File: src/rtl/bcd_counter_n_pkg.sv
// Shared definitions for the N-digit BCD counter: digit width, digit bound,
// command opcodes and a load-value clamp helper.
package bcd_counter_n_pkg;

  localparam int unsigned BCD_W = 4;
  localparam logic [BCD_W-1:0] BCD_MAX = 4'd9;

  typedef enum logic [1:0] {
    OP_HOLD,
    OP_INC,
    OP_DEC,
    OP_LOAD
  } op_e;

  // Any non-decimal nibble loads as 9.
  function automatic logic [BCD_W-1:0] bcd_clamp(input logic [BCD_W-1:0] d);
    return (d > BCD_MAX) ? BCD_MAX : d;
  endfunction

endpackage

File: src/rtl/bcd_digit.sv
// Single BCD digit register with load, count-up and count-down carry inputs.
module bcd_digit
  import bcd_counter_n_pkg::*;
(
  input  logic             clk,
  input  logic             clr_n,
  input  logic             ci_up,
  input  logic             ci_dn,
  input  logic             load,
  input  logic [BCD_W-1:0] load_digit,
  output logic [BCD_W-1:0] digit,
  output logic             is9,
  output logic             is0
);

  assign is9 = (digit == BCD_MAX);
  assign is0 = (digit == '0);

  // Digit state: load has priority, then up, then down; wraps stay within 0..9.
  always_ff @(posedge clk or negedge clr_n) begin
    if (!clr_n) begin
      digit <= '0;
    end else if (load) begin
      digit <= bcd_clamp(load_digit);
    end else if (ci_up) begin
      digit <= is9 ? '0 : digit + 4'd1;
    end else if (ci_dn) begin
      digit <= is0 ? BCD_MAX : digit - 4'd1;
    end
  end

endmodule

File: src/rtl/bcd_counter_n.sv
// N-digit synchronous BCD up/down counter with load, wrap/saturate mode,
// terminal-count flags, registered carry/borrow pulses and sticky overflow.
module bcd_counter_n
  import bcd_counter_n_pkg::*;
#(
  parameter int unsigned DIGITS = 4,
  parameter bit          WRAP   = 1'b1
) (
  input  logic                  clk,
  input  logic                  clr_n,
  input  logic                  en,
  input  logic                  inc,
  input  logic                  dec,
  input  logic                  load,
  input  logic [4*DIGITS-1:0]   load_val,
  output logic [4*DIGITS-1:0]   count,
  output logic                  carry_out,
  output logic                  borrow_out,
  output logic                  at_max,
  output logic                  at_zero,
  output logic                  ovf
);

  op_e               op;
  logic [DIGITS-1:0] is9;
  logic [DIGITS-1:0] is0;
  logic [DIGITS-1:0] lo9;
  logic [DIGITS-1:0] lo0;
  logic [DIGITS-1:0] ci_up;
  logic [DIGITS-1:0] ci_dn;
  logic              step_up;
  logic              step_dn;

  assign at_max  = &is9;
  assign at_zero = &is0;

  // Command priority decode: load, then exclusive inc/dec, else hold.
  always_comb begin
    op = OP_HOLD;
    if (en) begin
      if (load)             op = OP_LOAD;
      else if (inc && !dec) op = OP_INC;
      else if (dec && !inc) op = OP_DEC;
    end
  end

  // In saturate mode a step past the bound is suppressed entirely.
  assign step_up = (op == OP_INC) && (WRAP || !at_max);
  assign step_dn = (op == OP_DEC) && (WRAP || !at_zero);

  // All-lower-digits-9 / all-lower-digits-0 chains gating each digit's step.
  always_comb begin
    logic acc9;
    logic acc0;
    acc9 = 1'b1;
    acc0 = 1'b1;
    lo9  = '0;
    lo0  = '0;
    for (int unsigned i = 0; i < DIGITS; i++) begin
      lo9[i] = acc9;
      lo0[i] = acc0;
      acc9   = acc9 & is9[i];
      acc0   = acc0 & is0[i];
    end
  end

  assign ci_up = {DIGITS{step_up}} & lo9;
  assign ci_dn = {DIGITS{step_dn}} & lo0;

  for (genvar g = 0; g < DIGITS; g++) begin : g_digit
    bcd_digit u_digit (
      .clk        (clk),
      .clr_n      (clr_n),
      .ci_up      (ci_up[g]),
      .ci_dn      (ci_dn[g]),
      .load       (op == OP_LOAD),
      .load_digit (load_val[g*BCD_W +: BCD_W]),
      .digit      (count[g*BCD_W +: BCD_W]),
      .is9        (is9[g]),
      .is0        (is0[g])
    );
  end

  // Boundary flags: one-cycle wrap pulses and sticky overflow cleared by load.
  always_ff @(posedge clk or negedge clr_n) begin
    if (!clr_n) begin
      carry_out  <= 1'b0;
      borrow_out <= 1'b0;
      ovf        <= 1'b0;
    end else begin
      carry_out  <= WRAP && (op == OP_INC) && at_max;
      borrow_out <= WRAP && (op == OP_DEC) && at_zero;
      if (op == OP_LOAD) begin
        ovf <= 1'b0;
      end else if (((op == OP_INC) && at_max) || ((op == OP_DEC) && at_zero)) begin
        ovf <= 1'b1;
      end
    end
  end

endmodule

File: config.mk
export PLATFORM = sky130hd
export DESIGN_NAME = bcd_counter_n
export DESIGN_NICKNAME = d
export VERILOG_FILES = /design/src/rtl/bcd_counter_n_pkg.sv /design/src/rtl/bcd_digit.sv /design/src/rtl/bcd_counter_n.sv
export SDC_FILE = /design/constraint.sdc
export NUM_CORES = 1
export LEC_CHECK = 0
export CAP_MARGIN = 20
export CORE_UTILIZATION = 51
export CTS_BUF_LIST = sky130_fd_sc_hd__clkbuf_8
export DETAILED_ROUTE_END_ITERATION = 8
export GPL_TIMING_DRIVEN = 0
export HOLD_SLACK_MARGIN = 0.03
export PLACE_DENSITY = 0.82
export SLEW_MARGIN = 20
export SYNTH_ARGS = -nofsm -noshare
export SYNTH_HDL_FRONTEND = slang
export SYNTH_SLANG_ARGS = --single-unit
File: constraint.sdc
create_clock -name clk -period 1.9 [get_ports clk]
set_input_delay 0.38 -clock clk [delete_from_list [all_inputs] [get_ports clk]]
set_output_delay 0.38 -clock clk [all_outputs]
set_load 0.02 [all_outputs]
Yosys cells after proc, flatten, opt, wreduce, memory -nomap -nowiden
Index checks and enable logic that the tools add are counted.
- register bits: 19
- input port bits: 22
- output and inout port bits: 21
- logic and storage cells: 80
- $add $sub $neg: 8
- magnitude comparators: 4
- equal/unequal tests: 7
- mux-type cells: 30
- bitwise gates (word level): 6
- reductions and logical operators: 18
- operators by type and width (cell ; number):
    4-bit two-way mux ; 24
    4-bit by 1-bit adder with 4-bit output (second input constant) ; 4
    4-bit equality test (second input constant) ; 4
    4-bit greater-than comparator (second input constant) ; 4
    4-bit logical NOT ; 4
    4-bit by 1-bit subtractor with 4-bit output (second input constant) ; 4
    3-bit nonzero test ; 4
    4-bit bitwise AND ; 2
    2-bit two-way mux ; 4
    4-bit AND reduction ; 2
    1-bit bitwise AND ; 4
    2-bit equality test (second input constant) ; 2
    1-bit logical AND ; 4
    2-bit by 1-bit equality test with 1-bit output (second input constant) ; 1
    1-bit logical NOT ; 2
    1-bit two-way mux ; 2
    2-bit nonzero test ; 1
    1-bit logical OR ; 1

Logic depth before layout (Yosys ltp)
Gate-level depths: netlist (run 1).
- word-level depth: 11
- depth in mapped cells: 7
- gate-level depth less buffers: 5

Modules after synthesis
A second synthesis (run 1) with hierarchy kept.
- cells, all modules: 206
- area total of the unflattened synthesis: 1742.9 um2
- modules (own cells, without submodules) (module ; instances ; cells each ; area each (um2) ; sequential area each (um2)):
    bcd_digit ; 4 ; 47 ; 386.6 ; 100.1
    bcd_counter_n ; 1 ; 18 ; 196.4 ; 75.1

Least setup slack after synthesis (run 1)
Ideal clock, no wire load.
- kind: register to output
- start point: reg g_digit[0].u_digit.digit[2]
- end point: out at_max
- arrival time: 1.627 ns
- required time: 1.520 ns
- path slack: -0.107 ns
- cell stages (with the launch flop): 6
- buffers on the path: 2
- path through: dfrtp_1 buf_4 and4bb_1 buf_4 nand2_1 nor3b_1
- cells in the longest elaborated chain, start to end: 2
- ends and longest elaborated chain (what ; line ; source):
    start, declared ; bcd_digit.sv:11 ; output logic [BCD_W-1:0] digit,
    start signal, assigned ; bcd_digit.sv:24 ; digit <= bcd_clamp(load_digit);
    start signal, assigned ; bcd_digit.sv:26 ; digit <= is9 ? '0 : digit + 4'd1;
    start signal, assigned ; bcd_digit.sv:28 ; digit <= is0 ? BCD_MAX : digit - 4'd1;
    4-bit equality test ; bcd_digit.sv:16 ; assign is9 = (digit == BCD_MAX);
    4-bit AND reduction ; bcd_counter_n.sv:34 ; assign at_max = &is9;
    end, declared ; bcd_counter_n.sv:19 ; output logic at_max,
No other way between the ends.

Worst setup path in the final report (run 1)
- start point: reg g_digit[1].u_digit.digit[3]
- end point: out at_max
- cells in the longest elaborated chain, start to end: 2
- ends and longest elaborated chain (what ; line):
    start, declared ; bcd_digit.sv:11
    start signal, assigned ; bcd_digit.sv:24
    start signal, assigned ; bcd_digit.sv:26
    start signal, assigned ; bcd_digit.sv:28
    4-bit equality test ; bcd_digit.sv:16
    4-bit AND reduction ; bcd_counter_n.sv:34
No other way between the ends.

==> metrics.cfg, run 1 <==
[timing]
timing.final.crit_share=1.01
finalClockSkew_ps=7.30
finalHoldViolations=0
slew-limit-headroom=0.359
fin_hold_ws_ps=523
period_minus_slack_ps=1920
rsz0062_at_grt=true
layout_setup_ws_ps=-23.7
fmax_mhz=520
setup_violations=2
tightest_slew_ps=958
drv_slew=0

[floorplanning]
pin_count=43
dieArea_mm2=0.00364
initial_core_util=0.554
die_x_um=60.3
die_h_um=60.3
fp.coreArea_mm2=0.00313
num_rows=20

[run_status]
status=finished, violations left
violations=negative setup slack

[detailed_routing]
vias=1902
drt_iter0_drc=126
antenna_left=0
drt_first_pass_iters=4
drt-total-wl_mm=5.04
viasPerCell=6.10
wl_per_cell_um=16.1
drc_errors=0

[cts]
cts_tree=built
cts_root_buffer=clkbuf_8
htreeDepth=1
path_clk_slew_ps=80
clk_latency_ps=270
cts_hold_buf=0
cts-buffers-inserted=3
cts_buffer_depth=2
cts_sinks=19

[critical_path]
r2r_start=g_digit[0].u_digit.digit[3]
critPathLaunch=g_digit[1].u_digit.digit[3]
cp.arrival_ps=1540
r2r_slack_ps=50
path_class=reg -> out
cp-start-kind=flop
endpoint_kind=output pin
crit_required_ps=1520
crit_fanout=8

[placed_design]
place_congestion=0.868
dp_hpwl_mm=3.07
dp_worst_setup_slack_ps=-419
port_buffers=42

[power_and_ir_drop]
combPwrFrac=0.540
p_per_area_mw_per_mm2=780
swShare=0.410
pwr-share-clk=0.155
p_leak_nw=1.00
ir_drop_mv=0.605
p_sw_uw=796
p_seq_frac=0.305
intPower_mw=1.14

[synthesis]
yosysWarnings=0
syn-instance-count=209
synth_top_flop_cell=dfrtp_1
synth_top_area_cell=dfrtp_1
yosysUniqueCellTypes=61
synth_nets=231
synth_area_leaders=dfrtp_1 27%, o21ai_0 5.8%, nand2_1 4.1%
synth_top_area_share=0.274
async_flop_share=1.00
synth.avg_cell_area_um2=8.30
synth.yosys.seq_area_share=0.274
synth_most_common_cell=o21ai_0
synth_edf_count=0
synthTopCellsByCount=20 x o21ai_0, 19 x dfrtp_1, 19 x nand2_1
ys_ff_latch=19
synth_area_mm2=0.00173

[global_routing]
grt_overflow=0
antenna_found_initial=0
grt_pass1_vias=1628
grt_pass1_wl_mm=7.70
grt_max_degree=20
grt_usage=0.285

[cells_and_area]
fin_nets=291
fin_util=0.795
antenna_cells=0
drive_gt1_frac=0.250
syn2layout_area_growth_pct=43.4
fill_cells=208

[hold_path]
hp-class=reg -> reg
hp-start=ovf

[flow_run]
drv_cap=0

-- power by group through the flow --
stage	combinational [mW]	sequential (mW)	clock, mW
after global placement	0.873	0.585	0
after CTS	0.978	0.583	0.308
after floorplan	0.518	0.651	0
after global routing	1.12	0.605	0.325
after detailed placement	0.883	0.589	0
final	1.05	0.592	0.300
-- placed cells by master, fill, tap and decap left out, types with 3 or more instances in the layout --
| cell | count |
|---|---|
| clkbuf_1 | 5 |
| dfrtp_1 | 13 |
| a21oi_1 | 5 |
| nor3_1 | 10 |
| nand2_1 | 17 |
| nor2_1 | 12 |
| buf_6 | 8 |
| dlymetal6s2s_1 | 3 |
| xnor2_1 | 5 |
| nor4_4 | 3 |
| mux2i_1 | 3 |
| and4bb_4 | 3 |
| nand2b_1 | 3 |
| nand4_1 | 3 |
| a22oi_1 | 5 |
| o31ai_1 | 3 |
| a211o_1 | 3 |
| xor2_1 | 3 |
| nor3b_1 | 5 |
| clkdlybuf4s50_1 | 37 |
| dfrtp_2 | 6 |
| o21ai_0 | 19 |
| a31oi_1 | 5 |
| nand3_1 | 6 |
| buf_4 | 14 |
| inv_1 | 6 |
| clkbuf_8 | 3 |
-- worst max-delay path: stages (launching register included) --
cell and delay (ps):
dfrtp_1 560, and4bb_4 320, nand2_2 70, nor3b_2 160, buf_4 160
-- timing repair --
| action | 4_1_cts | 5_1_grt |
|---|---|---|
| gates resized for setup | 22 | 29 |
| pin swaps | 6 | 6 |
| setup endpoints to repair | 5 | 14 |
| setup buffers | 12 | 2 |
-- state kept, by name (all words and copies together), names as in the netlist --
signal                 flops
carry_out                  1
ovf                        1
borrow_out                 1
g_digit.u_digit.digit     16
-- final timing paths --
| kind | end | cells past startpoint |
|---|---|---|
| worst max-delay path | at_max | 4 |
| worst min-delay path | ovf | 1 |
| worst max register to register | g_digit[3].u_digit.digit[1] | 7 |
| worst min register to register | ovf | 1 |
| max in group asynchronous | g_digit[0].u_digit.digit[3] | 1 |
| min in group asynchronous | g_digit[2].u_digit.digit[2] | 1 |
-- layer usage --
metal | share of wire | GRT usage
met1 | 0.42 | 0.391
met5 | 0 | 0
met2 | 0.48 | 0.455
met4 | 0.020 | 0.110
met3 | 0.075 | 0.0368
-- stage by stage --
stage / std cells / setup TNS (ps) / power [mW] / cell area, µm²
after floorplan: 209 / 0 / 1.17 / 1740
after global placement: 295 / -4130 / 1.46 / 2210
after detailed placement: 295 / -4190 / 1.47 / 2210
after CTS: 310 / -44.4 / 1.87 / 2380
after global routing: 312 / -231 / 2.05 / 2490
final: 312 / -38.2 / 1.94 / 2490
-- area by class of cell --
type,count,area (µm²),area share
timing repair buffer,56,536,0.215
tap,44,55.1,0.0221
clock buffer,3,41.3,0.0166
sequential,19,483,0.194
clock inverter,1,5.00,0.00201
multi-input combinational,168,1230,0.497
buffer,15,109,0.0438
inverter,6,22.5,0.00906
-- cell families (layout without fill, tap and decap cells) --
| logic type | Yosys count | count (layout) | share of synthesized area |
|---|---|---|---|
| multiplexers | 3 | 3 | 0.0173 |
| XOR/XNOR | 8 | 8 | 0.0404 |
| AND/OR/NAND/NOR | 92 | 92 | 0.347 |
| buffers and inverters | 22 | 81 | 0.0628 |
| flip-flops | 19 | 19 | 0.274 |
| AO/OA/AOI/OAI | 65 | 65 | 0.258 |
Power figures use the tool's default switching activity.
==> run 2, diff against run 1 <==
--- a/config.mk
+++ b/config.mk
@@ -6,13 +6,13 @@
 export NUM_CORES = 1
 export LEC_CHECK = 0
 export CAP_MARGIN = 20
+export CORE_MARGIN = 2
 export CORE_UTILIZATION = 51
 export CTS_BUF_LIST = sky130_fd_sc_hd__clkbuf_8
 export DETAILED_ROUTE_END_ITERATION = 8
 export GPL_TIMING_DRIVEN = 0
 export HOLD_SLACK_MARGIN = 0.03
 export PLACE_DENSITY = 0.82
-export SLEW_MARGIN = 20
 export SYNTH_ARGS = -nofsm -noshare
 export SYNTH_HDL_FRONTEND = slang
 export SYNTH_SLANG_ARGS = --single-unit
==> run 2 against run 1 <==
  * The run still ends with negative setup slack left
  * Clock power about the same
  * Worst setup slack better by 17 ps
  * Clock skew down 5.7 ps
  * Highest routed layer unchanged
  * Routed wire length down 0.12%
  * Count of clock-buffer cells in the layout unchanged
==> metrics.cfg, run 2 (synthesis gave the netlist of run 1 again) <==
[timing]
fmax_mhz=524  ; was 520 MHz
finalClockSkew_ps=1.58  ; was 7.30 ps
rsz0062_at_grt=true  ; unchanged
layout_setup_ws_ps=-6.86  ; was -23.7 ps
tightest_slew_ps=874  ; was 958 ps
finalHoldViolations=0  ; unchanged
drv_slew=0  ; unchanged
timing.final.crit_share=1.00  ; was 1.01
slew-limit-headroom=0.416  ; was 0.359
setup_violations=1  ; was 2
period_minus_slack_ps=1910  ; was 1920 ps

[cells_and_area]
largest-register=g_digit.u_digit.digit  ; unchanged
stdcell_count=324  ; was 312
fin_util=0.772  ; was 0.795
finalInstanceArea_mm2=0.00255  ; was 0.00249 mm²
fin_nets=301  ; was 291
largest_reg_flops=16  ; unchanged
layout_common_cells=36 x clkdlybuf4s50_1, 24 x buf_4, 20 x o21ai_0  ; was 37 x clkdlybuf4s50_1, 19 x o21ai_0, 17 x nand2_1
syn2layout_area_growth_pct=47.3  ; was 43.4%
final_common_cell=clkdlybuf4s50_1  ; unchanged
drive_gt1_frac=0.252  ; was 0.250
antenna_cells=0  ; unchanged

[hold_path]
hp-class=reg -> reg  ; unchanged
holdPathStages=1  ; unchanged
hp-start=ovf  ; unchanged
hold_end=ovf  ; unchanged

[critical_path]
r2r.worst_path.cells=7  ; unchanged
endpoint_kind=output pin  ; unchanged
r2r_start=g_digit[1].u_digit.digit[2]  ; was g_digit[0].u_digit.digit[3]
r2r_slack_ps=50  ; about the same
critical_path_buf_inv_count=2  ; was 1
r2r_end=g_digit[3].u_digit.digit[3]  ; was g_digit[3].u_digit.digit[1]
crit_required_ps=1520  ; about the same
critPathMaxStageDelay_ps=390  ; was 560 ps
crit_chain=buf_6, and4bb_2, nor3b_4, buf_6  ; was and4bb_4, nand2_2, nor3b_2, buf_4
crit_top_cell=buf_6
path_class=reg -> out  ; unchanged
cp.arrival_ps=1530  ; was 1540 ps
crit_family=simple AND/OR/NAND/NOR gates  ; was flip-flops
slowest_stage=dfrtp_1  ; unchanged
cp-start-kind=flop  ; unchanged
crit_fanout=10  ; was 8
critPathLaunch=g_digit[2].u_digit.digit[2]  ; was g_digit[1].u_digit.digit[3]

[detailed_routing]
vias=1943  ; was 1902
drt_first_pass_iters=5  ; was 4
drt-total-wl_mm=5.03  ; was 5.04 mm
drc_errors=0  ; unchanged
viasPerCell=6.00  ; was 6.10
antenna_left=0  ; unchanged
wl_per_cell_um=15.5  ; was 16.1 µm
drt_iter0_drc=116  ; was 126

[floorplanning]
die_h_um=62.3  ; was 60.3 µm
num_rows=21  ; was 20
fp.coreArea_mm2=0.00331  ; was 0.00313 mm²
pin_count=43  ; unchanged
die_x_um=62.3  ; was 60.3 µm
dieArea_mm2=0.00388  ; was 0.00364 mm²
initial_core_util=0.524  ; was 0.554

[global_routing]
grt_max_degree=20  ; unchanged
grt_pass1_vias=1637  ; was 1628
grt_usage=0.243  ; was 0.285
grt_pass1_wl_mm=7.77  ; was 7.70 mm
grt_overflow=0  ; unchanged
antenna_found_initial=0  ; unchanged

[cts]
cts_buffer_depth=2  ; unchanged
htreeDepth=1  ; unchanged
cts_sinks=19  ; unchanged
cts_tree=built  ; unchanged
cts_root_buffer=clkbuf_8  ; unchanged
clk_latency_ps=260  ; was 270 ps
cts_hold_buf=0  ; unchanged
path_clk_slew_ps=80  ; about the same
cts-buffers-inserted=3  ; unchanged

[placed_design]
placed_cell_area_mm2=0.00222  ; was 0.00221 mm²
dpl.cell_count=297  ; was 295
port_buffers=42  ; unchanged
dp_hpwl_mm=3.17  ; was 3.07 mm
place_congestion=0.879  ; was 0.868

[power_and_ir_drop]
ir_drop_mv=0.676  ; was 0.605 mV
p_total_mw=1.99  ; was 1.94 mW
p_per_area_mw_per_mm2=780  ; about the same
p_leak_nw=1.08  ; was 1.00 nW

[flow_run]
drv_cap=0  ; unchanged

[run_status]
violations=negative setup slack  ; unchanged
status=finished, violations left  ; unchanged

==> run 2: layer usage <==
layer / routed length, µm / vias up / part of all wire / GRT usage
met4: 61 / 0 / 0.012 / 0.0667
met1: 2230 / 909 / 0.44 / 0.345
met2: 2370 / 92 / 0.47 / 0.391
li1: - / 934 / - / -
met3: 374 / 8 / 0.074 / 0.0308
met5: 0 / - / 0 / 0
==> run 2: final cells by class <==
class | count | area [µm²]
plain buffers | 14 | 100
clock buffers | 3 | 41.3
clock inverters | 1 | 5.00
fillers | 242 | 756
inverters | 6 | 22.5
multi-input cells | 168 | 1220
flip-flops and latches | 19 | 483
well taps | 46 | 57.6
repair buffers | 67 | 624
==> run 2: worst max path at each step <==
| stage | to | slack [ps] | depth (start not counted) |
|---|---|---|---|
| after floorplan | at_max | 80 | 5 |
| after global placement | at_zero | -380 | 5 |
| after detailed placement | at_zero | -390 | 4 |
| after CTS | at_zero | -30 | 5 |
| after global routing | at_max | -50 | 4 |
| final | at_max | -7 | 4 |
==> run 2: what timing repair did <==
action / 4_1_cts / 5_1_grt
resized for setup: 28 / 19
gates cloned: 0 / 0
setup endpoints to repair: 7 / 16
pin swaps: 7 / 10
buffers inserted: 12 / 13
==> run 2: through the flow <==
step                TNS (ps)  hold slack [ps]  worst slack [ps]
detailed placement     -4350              497              -388
floorplan                  0             84.4              77.5
global route           -98.7              548             -48.6
global placement       -4070              497              -381
CTS                    -58.5              521             -29.6
finish                 -6.86              516             -6.86
==> run 2: report_power, final <==
part	total, mW	internal, mW	leakage [nW]	switching, mW
Clock	0.303	0.146	0.0255	0.156
Sequential	0.582	0.477	0.224	0.106
Combinational	1.11	0.569	0.834	0.538
==> run 2: worst reg2reg max path: stages, from the launching register on <==
cell and delay [ps]:
dfrtp_1 430, buf_6 160, nor4_4 280, buf_4 210, nand4_4 140, o211ai_2 190, mux2i_1 100, a211o_1 230
